==> src/rtl/mem_arb_pkg.sv <==
// Shared types and default widths for the fetch / load-store memory request arbiter.
package mem_arb_pkg;
  localparam int DEF_ADDR_W = 27;
  localparam int DEF_DATA_W = 32;

  typedef enum logic [1:0] {IDLE, BUSY, GAP} arb_state_t;
  typedef enum logic       {OWN_IF, OWN_LS}  arb_owner_t;
endpackage

==> src/rtl/mem_arb_pick.sv <==
// Two-way combinational grant picker.
// MEM_ARB_ROUND_ROBIN_EN selects round-robin; otherwise load/store has fixed priority.
module mem_arb_pick
  import mem_arb_pkg::*;
(
  input  logic       if_vld_i,
  input  logic       ls_vld_i,
  input  arb_owner_t last_i,
  output arb_owner_t grant_o
);
`ifdef MEM_ARB_ROUND_ROBIN_EN
  always_comb begin
    grant_o = OWN_IF;
    if (if_vld_i && ls_vld_i) grant_o = (last_i == OWN_LS) ? OWN_IF : OWN_LS;
    else if (ls_vld_i)        grant_o = OWN_LS;
  end
`else
  logic unused_last;
  assign unused_last = last_i;
  always_comb begin
    grant_o = ls_vld_i ? OWN_LS : OWN_IF;
  end
`endif
endmodule

==> src/rtl/mem_req_arbiter.sv <==
// Shares one cache request/response port between fetch and load/store; one transaction
// outstanding at a time. Arbitration mode set by MEM_ARB_ROUND_ROBIN_EN.
module mem_req_arbiter
  import mem_arb_pkg::*;
#(
  parameter int ADDR_W = DEF_ADDR_W,
  parameter int DATA_W = DEF_DATA_W
) (
  input  logic              sys_clk,
  input  logic              rstn,
  input  logic              if_req_valid,
  input  logic [ADDR_W-1:0] if_req_addr,
  output logic [DATA_W-1:0] if_res_data,
  output logic              if_res_ready,
  input  logic              ls_req_valid,
  input  logic [ADDR_W-1:0] ls_req_addr,
  input  logic [DATA_W-1:0] ls_req_data,
  input  logic              ls_req_rw,
  output logic [DATA_W-1:0] ls_res_data,
  output logic              ls_res_ready,
  output logic [ADDR_W-1:0] cpu_req_addr,
  output logic [DATA_W-1:0] cpu_req_data,
  output logic              cpu_req_rw,
  output logic              cpu_req_valid,
  input  logic [DATA_W-1:0] cpu_res_data,
  input  logic              cpu_res_ready
);
  arb_state_t        state_q, state_d;
  arb_owner_t        owner_q, owner_d;
  arb_owner_t        grant, last;
  logic [ADDR_W-1:0] addr_q, addr_d;
  logic [DATA_W-1:0] data_q, data_d;
  logic              rw_q, rw_d;
  logic              if_rdy_q, if_rdy_d, ls_rdy_q, ls_rdy_d;
  logic [DATA_W-1:0] if_rdat_q, if_rdat_d, ls_rdat_q, ls_rdat_d;

`ifdef MEM_ARB_ROUND_ROBIN_EN
  // Pointer holds the last grant; reset to fetch so load/store wins the first tie.
  arb_owner_t last_q, last_d;
  assign last = last_q;
  always_ff @(posedge sys_clk) begin
    if (!rstn) last_q <= OWN_IF;
    else       last_q <= last_d;
  end
  always_comb begin
    last_d = last_q;
    if (state_q == IDLE && (if_req_valid || ls_req_valid)) last_d = grant;
  end
`else
  assign last = OWN_IF;
`endif

  mem_arb_pick u_pick (
    .if_vld_i (if_req_valid),
    .ls_vld_i (ls_req_valid),
    .last_i   (last),
    .grant_o  (grant)
  );

  always_ff @(posedge sys_clk) begin
    if (!rstn) begin
      state_q   <= IDLE;
      owner_q   <= OWN_IF;
      addr_q    <= '0;
      data_q    <= '0;
      rw_q      <= 1'b0;
      if_rdy_q  <= 1'b0;
      ls_rdy_q  <= 1'b0;
      if_rdat_q <= '0;
      ls_rdat_q <= '0;
    end else begin
      state_q   <= state_d;
      owner_q   <= owner_d;
      addr_q    <= addr_d;
      data_q    <= data_d;
      rw_q      <= rw_d;
      if_rdy_q  <= if_rdy_d;
      ls_rdy_q  <= ls_rdy_d;
      if_rdat_q <= if_rdat_d;
      ls_rdat_q <= ls_rdat_d;
    end
  end

  always_comb begin
    state_d   = state_q;
    owner_d   = owner_q;
    addr_d    = addr_q;
    data_d    = data_q;
    rw_d      = rw_q;
    if_rdy_d  = 1'b0;
    ls_rdy_d  = 1'b0;
    if_rdat_d = if_rdat_q;
    ls_rdat_d = ls_rdat_q;
    case (state_q)
      IDLE: begin
        if (if_req_valid || ls_req_valid) begin
          owner_d = grant;
          state_d = BUSY;
          if (grant == OWN_LS) begin
            addr_d = ls_req_addr;
            data_d = ls_req_data;
            rw_d   = ls_req_rw;
          end else begin
            addr_d = if_req_addr;
            data_d = '0;
            rw_d   = 1'b0;
          end
        end
      end
      BUSY: begin
        if (cpu_res_ready) begin
          state_d = GAP;
          if (owner_q == OWN_LS) begin
            ls_rdy_d  = 1'b1;
            ls_rdat_d = cpu_res_data;
          end else begin
            if_rdy_d  = 1'b1;
            if_rdat_d = cpu_res_data;
          end
        end
      end
      GAP:     state_d = IDLE;
      default: state_d = IDLE;
    endcase
  end

  always_comb begin
    cpu_req_valid = (state_q == BUSY);
    cpu_req_addr  = addr_q;
    cpu_req_data  = data_q;
    cpu_req_rw    = rw_q;
    if_res_ready  = if_rdy_q;
    ls_res_ready  = ls_rdy_q;
    if_res_data   = if_rdat_q;
    ls_res_data   = ls_rdat_q;
  end
endmodule

==> config.mk <==
export PLATFORM = sky130hd
export DESIGN_NAME = mem_req_arbiter
export DESIGN_NICKNAME = d
export VERILOG_FILES = /design/src/rtl/mem_arb_pkg.sv /design/src/rtl/mem_arb_pick.sv /design/src/rtl/mem_req_arbiter.sv
export SDC_FILE = /design/constraint.sdc
export NUM_CORES = 1
export LEC_CHECK = 0
export CORE_MARGIN = 10
export CORE_UTILIZATION = 42
export CTS_CLUSTER_SIZE = 12
export DETAILED_ROUTE_END_ITERATION = 12
export PLACE_DENSITY_LB_ADDON = 0.05
export RECOVER_POWER = 50
export SYNTH_ARGS = -nofsm -noshare
export SYNTH_HDL_FRONTEND = slang
export SYNTH_SLANG_ARGS = --single-unit
==> constraint.sdc <==
create_clock -name sys_clk -period 3.15 [get_ports sys_clk]
set_input_delay 0.4725 -clock sys_clk [delete_from_list [all_inputs] [get_ports sys_clk]]
set_output_delay 0.4725 -clock sys_clk [all_outputs]
set_load 0.01 [all_outputs]
# Yosys cells after proc, flatten, opt, wreduce, memory -nomap -nowiden
# Cells that the tools add are included.
[word_totals] regBits=129 in_bits=124 wordCells=29
[classes] eq_ne=3 mux=9 bitwise_logic=1 n_reduce_logical=7
[ops] operator="32-bit 2-to-1 mux" count=1
[ops] operator="27-bit 2-to-1 mux" count=1
[ops] operator="3-bit AND reduction" count=3
[ops] operator="1-bit 2-to-1 mux" count=4
[ops] operator="2-bit 2-to-1 mux" count=2
[ops] operator="2-bit one-hot mux with 2 select lines" count=1
[ops] operator="2-bit AND reduction" count=2
[ops] operator="2-bit by 1-bit equality test with 1-bit output (second input constant)" count=1
[ops] operator="2-bit zero test" count=1
[ops] operator="2-bit by 1-bit != test with 1-bit output (second input constant)" count=1
[ops] operator="2-bit != test (second input constant)" count=1
[ops] operator="1-bit logical OR" count=1
[ops] operator="1-bit inverter" count=1

# Longest topological paths before layout
# Gate-level depths: netlist of the first run.
[logic_depth] depth_word=3 mapped_depth=5 ltp_nobuf=3

# Modules after synthesis
# From an unflattened synthesis of the first run, not the netlist that was laid out.
[unflattened] hier_cells=548 area_unflattened_um2=4902.2
[by_module_without_submodules] module="mem_req_arbiter" instances=1 cells_each=547 area_each_um2=4894.7 seq_area_each_um2=2582.5
[by_module_without_submodules] module="mem_arb_pick" instances=1 cells_each=1 area_each_um2=7.5 seq_area_each_um2=0.0

# Worst setup path before layout of the first run
# No wires, ideal clock.
[synth_timing] kind="input -> register" from="in ls_req_valid" to="reg addr_q[0] (netlist: cpu_req_addr[0])" setup_ns=0.134 arrival_time_ns=1.288 path_slack_ns=1.728 cell_stages=5 n_path_buf=2 path_cell_list="or2_2 > buf_4 > clkbuf_1 > a21oi_1 > a211oi_1"
[synth_between] elab_chain_cells=2
[synth_rtl] element="start, declared" line_no="mem_req_arbiter.sv:15" rtl="input logic ls_req_valid,"
[synth_rtl] element="1-bit 2-to-1 mux / 1-bit logical OR (equally long branches)" line_no="mem_arb_pick.sv:21, mem_req_arbiter.sv:96"
[synth_rtl] element="27-bit 2-to-1 mux / 2-bit AND reduction (equally long branches)"
[synth_rtl] element="end signal, assigned" line_no="mem_req_arbiter.sv:74" rtl="addr_q <= addr_d;"
[synth_rtl] element="end, declared" line_no="mem_req_arbiter.sv:31" rtl="logic [ADDR_W-1:0] addr_q, addr_d;"
# Several ways; a longest one is shown, not always the timed one.
# A chain may end at the register's enable or synchronous reset.

# Final worst setup path of the first run
[layout_timing] from="reg state_q[0]" to="out cpu_req_valid"
[layout_between] elab_chain_cells=1
[layout_rtl] element="start, declared" line_no="mem_req_arbiter.sv:28" rtl="arb_state_t state_q, state_d;"
[layout_rtl] element="start signal, assigned" line_no="mem_req_arbiter.sv:72" rtl="state_q <= state_d;"
[layout_rtl] element="2-bit by 1-bit equality test with 1-bit output" line_no="mem_req_arbiter.sv:128" rtl="cpu_req_valid = (state_q == BUSY);"
[layout_rtl] element="end, declared" line_no="mem_req_arbiter.sv:24" rtl="output logic cpu_req_valid,"
# Every way passes these cells.

==> results of run 1 <==
[report_power, final]
| group | total, mW | switching, mW | internal, mW |
|---|---|---|---|
| Sequential | 1.78 | 0.0490 | 1.73 |
| Clock | 2.17 | 0.722 | 1.45 |
| Combinational | 0.669 | 0.313 | 0.357 |
[cell usage after synthesis]
cell       count  area [µm²]
buf_6          3        33.8
nand4b_1       1        8.76
nand4bb_1      1        11.3
a211oi_1      27         203
o21a_1         2        15.0
nor2_2         1        6.26
buf_2         16        80.1
buf_4          4        30.0
or2_1          1        6.26
a21boi_0       1        7.51
dfxtp_1      129        2580
nand3_1       64         320
a21oi_1       60         300
inv_2          1        3.75
nor2b_1        2        12.5
or2_2          1        6.26
nand2_1       65         244
nor3b_4        1        18.8
nor2_1         3        11.3
nor2_4         1        11.3
mux2i_1       27         270
o21ai_0       92         460
o21ai_1        5        25.0
buf_1          5        18.8
and3_1         1        6.26
clkbuf_2       3        15.0
clkbuf_1      20        75.1
[cell usage in the layout (no fill, tap or decap), drive strengths merged]
cell type	count
o21a	2
and3	1
a21boi	1
nand2	65
nor3b	1
clkbuf	24
nand4b	1
nor2b	2
inv	3
dlygate4sd3	60
clkinvlp	3
bufinv	5
clkinv	2
diode	1
nand3	64
a21oi	60
nand4bb	1
buf	5
dfxtp	129
clkdlybuf4s50	188
nor2	5
o21ai	97
mux2i	27
or2	2
a211oi	27
[cell families after synthesis]
kind of cell    after synthesis  share of synthesized area (%)
mux                          27                           5.65
compound gates              187                           21.1
flops                       129                           54.0
buf+inv                      52                           5.36
simple gates                142                           13.9
[flip-flops by register name (all words and copies together), names as in the netlist]
register	count
cpu_req_data	32
if_res_data	32
ls_res_data	32
cpu_req_addr	27
state_q	2
cpu_req_rw	1
if_res_ready	1
ls_res_ready	1
owner_q	1
[how the worst max path moves through the flow]
| stage | from | to | slack (ns) |
|---|---|---|---|
| 2_1_floorplan | ls_req_valid | cpu_req_addr[0] | 1.73 |
| 3_3_place_gp | state_q[1] | cpu_req_addr[18] | 1.19 |
| 3_5_place_dp | state_q[0] | cpu_req_addr[26] | 1.06 |
| 4_1_cts | state_q[0] | cpu_req_valid | 0.89 |
| 5_1_grt | rstn | ls_res_data[5] | 0.76 |
| 6_report | state_q[0] | cpu_req_valid | 0.93 |
[cell type report]
type,instances,area [µm²]
fill,877,3070
sequential,129,2580
timing repair buffer,257,2540
multi-input combinational,356,1950
clock buffer,20,457
clock inverter,12,204
tap,140,175
inverter,1,3.75
antenna,1,2.50
[metal layers]
metal / vias up / GRT usage, % / routed length, µm
met5: - / 0 / 0
li1: 2358 / - / -
met3: 20 / 9.50 / 1540
met1: 2100 / 22.1 / 6620
met2: 168 / 32.6 / 8190
met4: 0 / 6.70 / 312
[worst max-delay path, delay by kind of cell (launching register included)]
| kind | cells | cell delay, ns |
|---|---|---|
| flops | 1 | 0.47 |
| simple gates | 1 | 0.25 |
| buf+inv | 1 | 0.63 |
==> reports/summary.txt, run 1 <==
Worst path slowest cell = clkdlybuf4s50_1
H-tree depth = 4
Violated checks = max-capacitance violations, max-slew violations
Vias in the first global route = 4724
Layout Cells excl Fill = 916
Worst hold start = ls_res_data[4]
Rel. slew slack = -24.0%
Max stage delay on crit path = 0.63 ns
Sequential fraction of the synthesis area = 54.0%
RR Startpoint = state_q[0]
WHS Path Cells = 2
Setup bufs post-CTS = 0
Distinct cells, synth = 27
# rows = 38
Core area = 11000 µm²
Crit path kind = flop to output port
Crit share post-route = 70.6%
Fmax = 450 MHz
Via count = 4646
Outcome = finished, violations left
Initial antenna violation count = 1
Gp weighted congestion = 0.772
CTS Hold Bufs = 0
Largest net degree at the start of global routing = 100
Clock Root Buffer = clkbuf_16
Area of placed instances = 7260 µm²
Worst Hold Class = flop to flop
Post-layout instance area = 7910 µm²
Worst vdd ir = 0.000359 V
1st-iter DRT viols = 368
R2R cell count = 3
Drt drc = 0
Post-Syn Area per Cell = 8.91 µm²
Layout cells sized above 1 = 5.94%
Post-synthesis net count = 661
CTS clk-pin slew, worst paths = 0.06 ns
Layout net count = 886
Worst Path Required = 2.68 ns
Setup crit end kind = output port
CTS Buf Count = 17
Routed vias/inst = 5.07
Total Routing Usage GR = 19.8%
Worst Setup Slack, final = 0.926 ns
Post-Syn Instances = 537
Mapped Area = 4780 µm²
R2r endpoint = cpu_req_addr[20]
Post-CTS sizing = 0
Initial Utilization = 43.6%
# IOs = 251
Clk_skew = 0.00599 ns
Reg-to-reg slack, setup = 1.06 ns
PortBufs = 250
CTS max path bufs = 2
RSZ-0062 raised after global routing = no
Cell breakdown of the critical path = nor2b_1, clkdlybuf4s50_1
Setup-failing EPs final = 0
Slew of the pin with the lowest slew margin = 1.86 ns
Hold slack final = 0.464 ns
Clk sinks = 129
Drt pass-1 iters = 4
CTS tree = built
Hold path endpoint = ls_res_data[4]
Layout Utilization = 72.0%
Area grow syn2layout = 65.4%
Fin. Hold Viols = 0
Total Power = 4.62 mW
First-pass GRT wire length = 25800 µm
Critical path arrival = 1.75 ns
Routed WL = 16700 µm
Yosys warning count = 0
Die width = 127 µm
#FFs+latches synth = 129
Worst-path fanout max = 6
DP Worst Slack = 1.06 ns
Wire per inst = 18.2 µm
CP Launch Type = flop
Full die area = 16100 µm²
Final min period = 2.22 ns
Sum of negative setup slack = 0 ns
Cells after DPL = 883
Max Cap Viol = 1
DP Wirelength = 12100 µm
Lkg Pwr = 3.09 nW
Slew Limit Fails = 100
Congestion Overflow GR = 0
Power Dens Cells = 584 nW/µm²
Die Y = 127 µm
Skew-Pair Late Insertion Delay = 0.41 ns
Post-route ant nets = 0
Power figures use the tool's default switching activity.
==> run 2, diff against run 1 <==
--- a/config.mk
+++ b/config.mk
@@ -6,7 +6,7 @@
 export NUM_CORES = 1
 export LEC_CHECK = 0
 export CORE_MARGIN = 10
-export CORE_UTILIZATION = 42
+export CORE_UTILIZATION = 36
 export CTS_CLUSTER_SIZE = 12
 export DETAILED_ROUTE_END_ITERATION = 12
 export PLACE_DENSITY_LB_ADDON = 0.05
==> constraint.sdc (replaced) <==
create_clock -name sys_clk -period 1.96 [get_ports sys_clk]
set_input_delay 0.294 -clock sys_clk [delete_from_list [all_inputs] [get_ports sys_clk]]
set_output_delay 0.294 -clock sys_clk [all_outputs]
set_load 0.01 [all_outputs]
==> run 2 against run 1 <==
  * The flow now finishes without violations
  * Clock power grew 45%
  * Utilization shrank 12 points
  * Total power grew 54%
  * Final cell count grew 4.1%
  * Count of clock-buffer cells in the layout grew 4
  * First-iteration DRC count shrank 29%
  * Global-route usage shrank 1.9 points
  * Via count grew 0.99%
  * Worst setup slack lost 0.84 ns
  * Largest power group unchanged
==> reports/summary.txt, run 2 (synthesis results as in run 1) <==
Storage element area = 2580 µm²
Clk_skew = 0.00545 ns
CTS clk-pin slew, worst paths = 0.05 ns
Hold slack final = 0.373 ns
Congestion Overflow GR = 0
Max Cap Viol = 0
Die width = 135 µm
Max stage delay on crit path = 0.58 ns
Cells after DPL = 924
Slew Limit Fails = 0
Clock Root Buffer = clkbuf_16
Skew-Pair Late Insertion Delay = 0.41 ns
Sw Ratio = 23.1%
Met3 wire length = 1640 µm
Sequential share of power = 40.3%
H-tree depth = 4
Area of placed instances = 7380 µm²
Fmax = 533 MHz
Internal power = 5.46 mW
Initial antenna violation count = 0
Power Dens Cells = 895 nW/µm²
Layout net count = 891
DP Wirelength = 12300 µm
Worst Setup Slack, final = 0.0846 ns
Lkg Pwr = 2.98 nW
Crit share post-route = 95.7%
R2R cell count = 4
Met2 wire len = 7870 µm
Routed vias/inst = 4.92
Cell breakdown of the critical path = nor2b_2, clkdlybuf4s50_1
Largest net degree at the start of global routing = 66
Clk sinks = 129
Top routing layer in use = met4
Most common cell after layout, fill and taps aside = clkdlybuf4s50_1
Die Y = 135 µm
Layout cells sized above 1 = 6.17%
WP buf/inv = 1
Total Routing Usage GR = 18.0%
CTS max path bufs = 2
Switch Pwr = 1.64 mW
Routed WL = 16700 µm
Total Power = 7.10 mW
Worst-path fanout max = 6
Stages on worst setup path = 2
Initial Utilization = 36.4%
Setup crit end kind = output port
R2r endpoint = cpu_req_data[26]
# diodes = 0
Met1 wire length = 6880 µm
Core area = 13100 µm²
Area grow syn2layout = 65.9%
Final min period = 1.88 ns
Worst Hold Class = input pin to flop
Multi-input gate area = 1950 µm²
Post-route ant nets = 0
1st-iter DRT viols = 260
Worst path slowest cell = clkdlybuf4s50_1
Full die area = 18300 µm²
Rel. slew slack = 56.7%
RSZ-0062 raised after global routing = no
Crit path launch = state_q[0]
Setup bufs post-CTS = 0
Combinational share of power = 15.5%
Post-layout instance area = 7940 µm²
Worst Path Required = 1.67 ns
Critical path arrival = 1.58 ns
Setup-failing EPs final = 0
Drt pass-1 iters = 4
Gp weighted congestion = 0.806
# rows = 42
Fin. Hold Viols = 0
Layout fillers = 1145
Clock share of power = 44.2%
Outcome = complete, no violations
Drt drc = 0
PortBufs = 250
Sum of negative setup slack = 0 ns
Crit path kind = flop to output port
Layout Cells excl Fill = 954
Worst vdd ir = 0.000671 V
Vias in the first global route = 4809
CTS tree = built
CTS Buf Count = 17
RR Startpoint = state_q[1]
Most frequent cells in the layout = 228 x clkdlybuf4s50_1, 128 x dfxtp_1, 95 x o21ai_0
Slew of the pin with the lowest slew margin = 0.648 ns
CP top delay family = buffers and inverters
CP Launch Type = flop
Worst hold start = rstn
Layout Utilization = 60.4%
DP Worst Slack = 0.166 ns
Worst setup path end = cpu_req_valid
First-pass GRT wire length = 26100 µm
Reg-to-reg slack, setup = 0.26 ns
Wire per inst = 17.5 µm
Via count = 4692
# IOs = 251
[run 2: changes by cell type in the layout (fill, tap and decap cells not counted), sizes merged]
cell	before	now
inv	3	1
clkinvlp	3	0
bufinv	5	3
buf	5	10
clkbuf	24	28
diode	1	0
clkdlybuf4s50	188	228
clkinv	2	3
dlygate4sd3	60	20
[run 2: worst reg2reg max path: cells and delay by family (launching register included)]
family,cells,cell delay (ns)
AO/OA/AOI/OAI,2,0.38
flip-flops,1,0.48
AND/OR/NAND/NOR,1,0.26
buffers and inverters,1,0.52
[run 2: power groups by stage]
stage	combinational (mW)	clock [mW]	sequential [mW]
detailed placement	1.13	0	2.92
floorplan	0.402	0	2.98
global placement	1.11	0	2.91
CTS	1.13	3.20	2.86
finish	1.10	3.14	2.86
global route	1.20	3.32	2.88
[run 2: worst min-delay path by stage]
| stage | endpoint | slack (ns) | depth (start not counted) |
|---|---|---|---|
| finish | ls_res_ready | 0.37 | 3 |
| global route | ls_res_ready | 0.40 | 3 |
| floorplan | cpu_req_data[0] | 0.43 | 2 |
| detailed placement | if_res_data[25] | 0.46 | 2 |
| global placement | ls_res_data[12] | 0.45 | 2 |
| CTS | cpu_req_data[5] | 0.35 | 4 |
[run 2: cell type report]
class	instances	share of cell area (%)
clock buffer	24	6.07
sequential	129	32.6
tap	176	2.77
clock inverter	6	1.32
inverter	1	0.0473
multi-input combinational	356	24.6
timing repair buffer	262	32.6
[run 2: what timing repair did]
item                                    4_1_cts  5_1_grt
endpoints found under the setup margin        1        1
gates resized for setup                       1        1
pin swaps                                     0        0
gates cloned                                  0        0
hold buffers                                  0        0
[run 2: metal layers]
layer  vias up  global-route usage, %
met5         -                      0
li1       2361                      -
met2       170                   29.0
met1      2140                   20.4
met4         0                   6.40
met3        21                   8.27
==> run 3, diff against run 2 <==
--- a/config.mk
+++ b/config.mk
@@ -5,8 +5,9 @@
 export SDC_FILE = /design/constraint.sdc
 export NUM_CORES = 1
 export LEC_CHECK = 0
+export CAP_MARGIN = 10
 export CORE_MARGIN = 10
-export CORE_UTILIZATION = 36
+export CORE_UTILIZATION = 35
 export CTS_CLUSTER_SIZE = 12
 export DETAILED_ROUTE_END_ITERATION = 12
 export PLACE_DENSITY_LB_ADDON = 0.05
==> run 3 against run 2 <==
  * First-iteration DRC count grew 21%
  * Non-clock buffer count is the same
  * Count of clock-buffer cells in the layout grew 3
  * Wire length shrank 0.90%
  * Highest routed layer unchanged
  * Fmax grew 13%
  * Total power grew 0.38%
  * Sequential cell count is the same
  * Largest cell class unchanged
  * Combinational power is essentially flat
  * Clock skew grew 0.0047 ns
  * Critical endpoint is now if_res_data[1]
  * Clock power is essentially flat
  * Critical path type unchanged
  * Sequential share of layout area shrank 0.16 points
==> reports/summary.txt, run 3 (synthesis results as in run 1) <==
Total Routing Usage GR = 17.1%
# diodes = 0
Max stage delay on crit path = 0.63 ns
Cell breakdown of the critical path = dlygate4sd3_1
CTS clk-pin slew, worst paths = 0.05 ns
Internal power = 5.48 mW
R2R cell count = 4
Vias in the first global route = 4661
Max Cap Viol = 0
Drt drc = 0
Worst Hold Class = input pin to flop
H-tree depth = 4
# IOs = 251
Switch Pwr = 1.65 mW
Gp weighted congestion = 0.772
CTS Buf Count = 17
Clock Root Buffer = clkbuf_16
Fmax = 605 MHz
Worst Path Required = 1.67 ns
Setup crit end kind = output port
Die Y = 137 µm
DP Wirelength = 12200 µm
Core area = 13300 µm²
Post-layout instance area = 7980 µm²
Final min period = 1.65 ns
Clk_skew = 0.0101 ns
Layout cells sized above 1 = 6.42%
CTS tree = built
Outcome = complete, no violations
Layout net count = 891
CTS Hold Bufs = 0
Largest net degree at the start of global routing = 66
RSZ-0062 raised after global routing = no
Die width = 137 µm
Worst Setup Slack, final = 0.307 ns
Combinational share of power = 15.4%
WHS Path Cells = 2
Sw Ratio = 23.1%
Worst vdd ir = 0.000636 V
1st-iter DRT viols = 314
Total Power = 7.13 mW
Initial Utilization = 36.0%
Layout fillers = 1166
Sum of negative setup slack = 0 ns
Wire per inst = 17.3 µm
Lkg Pwr = 2.99 nW
Stages on worst setup path = 1
Setup bufs post-CTS = 0
Worst-path fanout max = 2
Power Dens Cells = 894 nW/µm²
PortBufs = 250
Crit path kind = flop to output port
Crit share post-route = 84.3%
Area grow syn2layout = 66.8%
CP top delay family = buffers and inverters
Via count = 4615
CP Launch Type = flop
Worst path slowest cell = dlygate4sd3_1
Skew-Pair Late Insertion Delay = 0.41 ns
Routed vias/inst = 4.83
Rel. slew slack = 56.5%
Initial antenna violation count = 0
WP buf/inv = 1
Area of placed instances = 7400 µm²
Full die area = 18700 µm²
CTS max path bufs = 2
Post-route ant nets = 0
Routed WL = 16600 µm
# rows = 42
Clk sinks = 129
Congestion Overflow GR = 0
Critical path arrival = 1.36 ns
First-pass GRT wire length = 25100 µm
Most common cell after layout, fill and taps aside = clkdlybuf4s50_1
Slew Limit Fails = 0
Slew of the pin with the lowest slew margin = 0.652 ns
Clock share of power = 44.5%
Most frequent cells in the layout = 232 x clkdlybuf4s50_1, 128 x dfxtp_1, 96 x o21ai_0
DP Worst Slack = 0.226 ns
Drt pass-1 iters = 4
Sequential share of power = 40.1%
Fin. Hold Viols = 0
Setup-failing EPs final = 0
## run 3: cell types whose count changed in the layout (fill, tap and decap cells not counted), sizes merged
cell,delta
clkbuf,+3
dlygate4sd3,-5
dlygate4sd2,+1
clkdlybuf4s50,+4
clkinv,-1
bufinv,-1
## run 3: through the flow
stage	instances	hold WS, ns	util, %
after global placement	924	0.453	55.7
after floorplan	537	0.434	-
final	955	0.368	60.0
after CTS	955	0.355	60.2
after global routing	955	0.380	60.0
after detailed placement	924	0.460	55.7
## run 3: final cells by class
| type | count | area [µm²] | area share, % |
|---|---|---|---|
| clock buffers | 27 | 533 | 6.68 |
| clock inverters | 4 | 70.1 | 0.878 |
| inverters | 1 | 3.75 | 0.0471 |
| multi-input cells | 356 | 1950 | 24.5 |
| flip-flops and latches | 129 | 2580 | 32.4 |
| well taps | 176 | 220 | 2.76 |
| repair buffers | 262 | 2610 | 32.8 |
## run 3: repair_timing
item	in CTS	in global routing
endpoints found under the hold margin	0	0
gates resized for setup	2	0
setup endpoints to repair	1	0
## run 3: layer usage
layer | vias up | GRT usage [%] | wire [µm]
met2 | 138 | 28.9 | 8280
li1 | 2361 | - | -
met4 | 0 | 5.68 | 215
met5 | - | 0 | 0
met1 | 2102 | 17.8 | 6340
met3 | 14 | 9.16 | 1720
## run 3: final timing paths
| check | from | to | slack, ns |
|---|---|---|---|
| max | if_res_data[1] | if_res_data[1] | 0.31 |
| min | rstn | state_q[0] | 0.37 |
| max reg2reg | state_q[1] | cpu_req_data[7] | 0.33 |
| min reg2reg | if_res_data[23] | if_res_data[23] | 0.46 |
## run 3: power by group through the flow
stage	Clock (mW)	Combinational (mW)	Sequential, mW
after global placement	0	1.11	2.91
after detailed placement	0	1.13	2.91
after CTS	3.23	1.13	2.86
final	3.17	1.10	2.86
after floorplan	0	0.402	2.98
after global routing	3.35	1.20	2.88
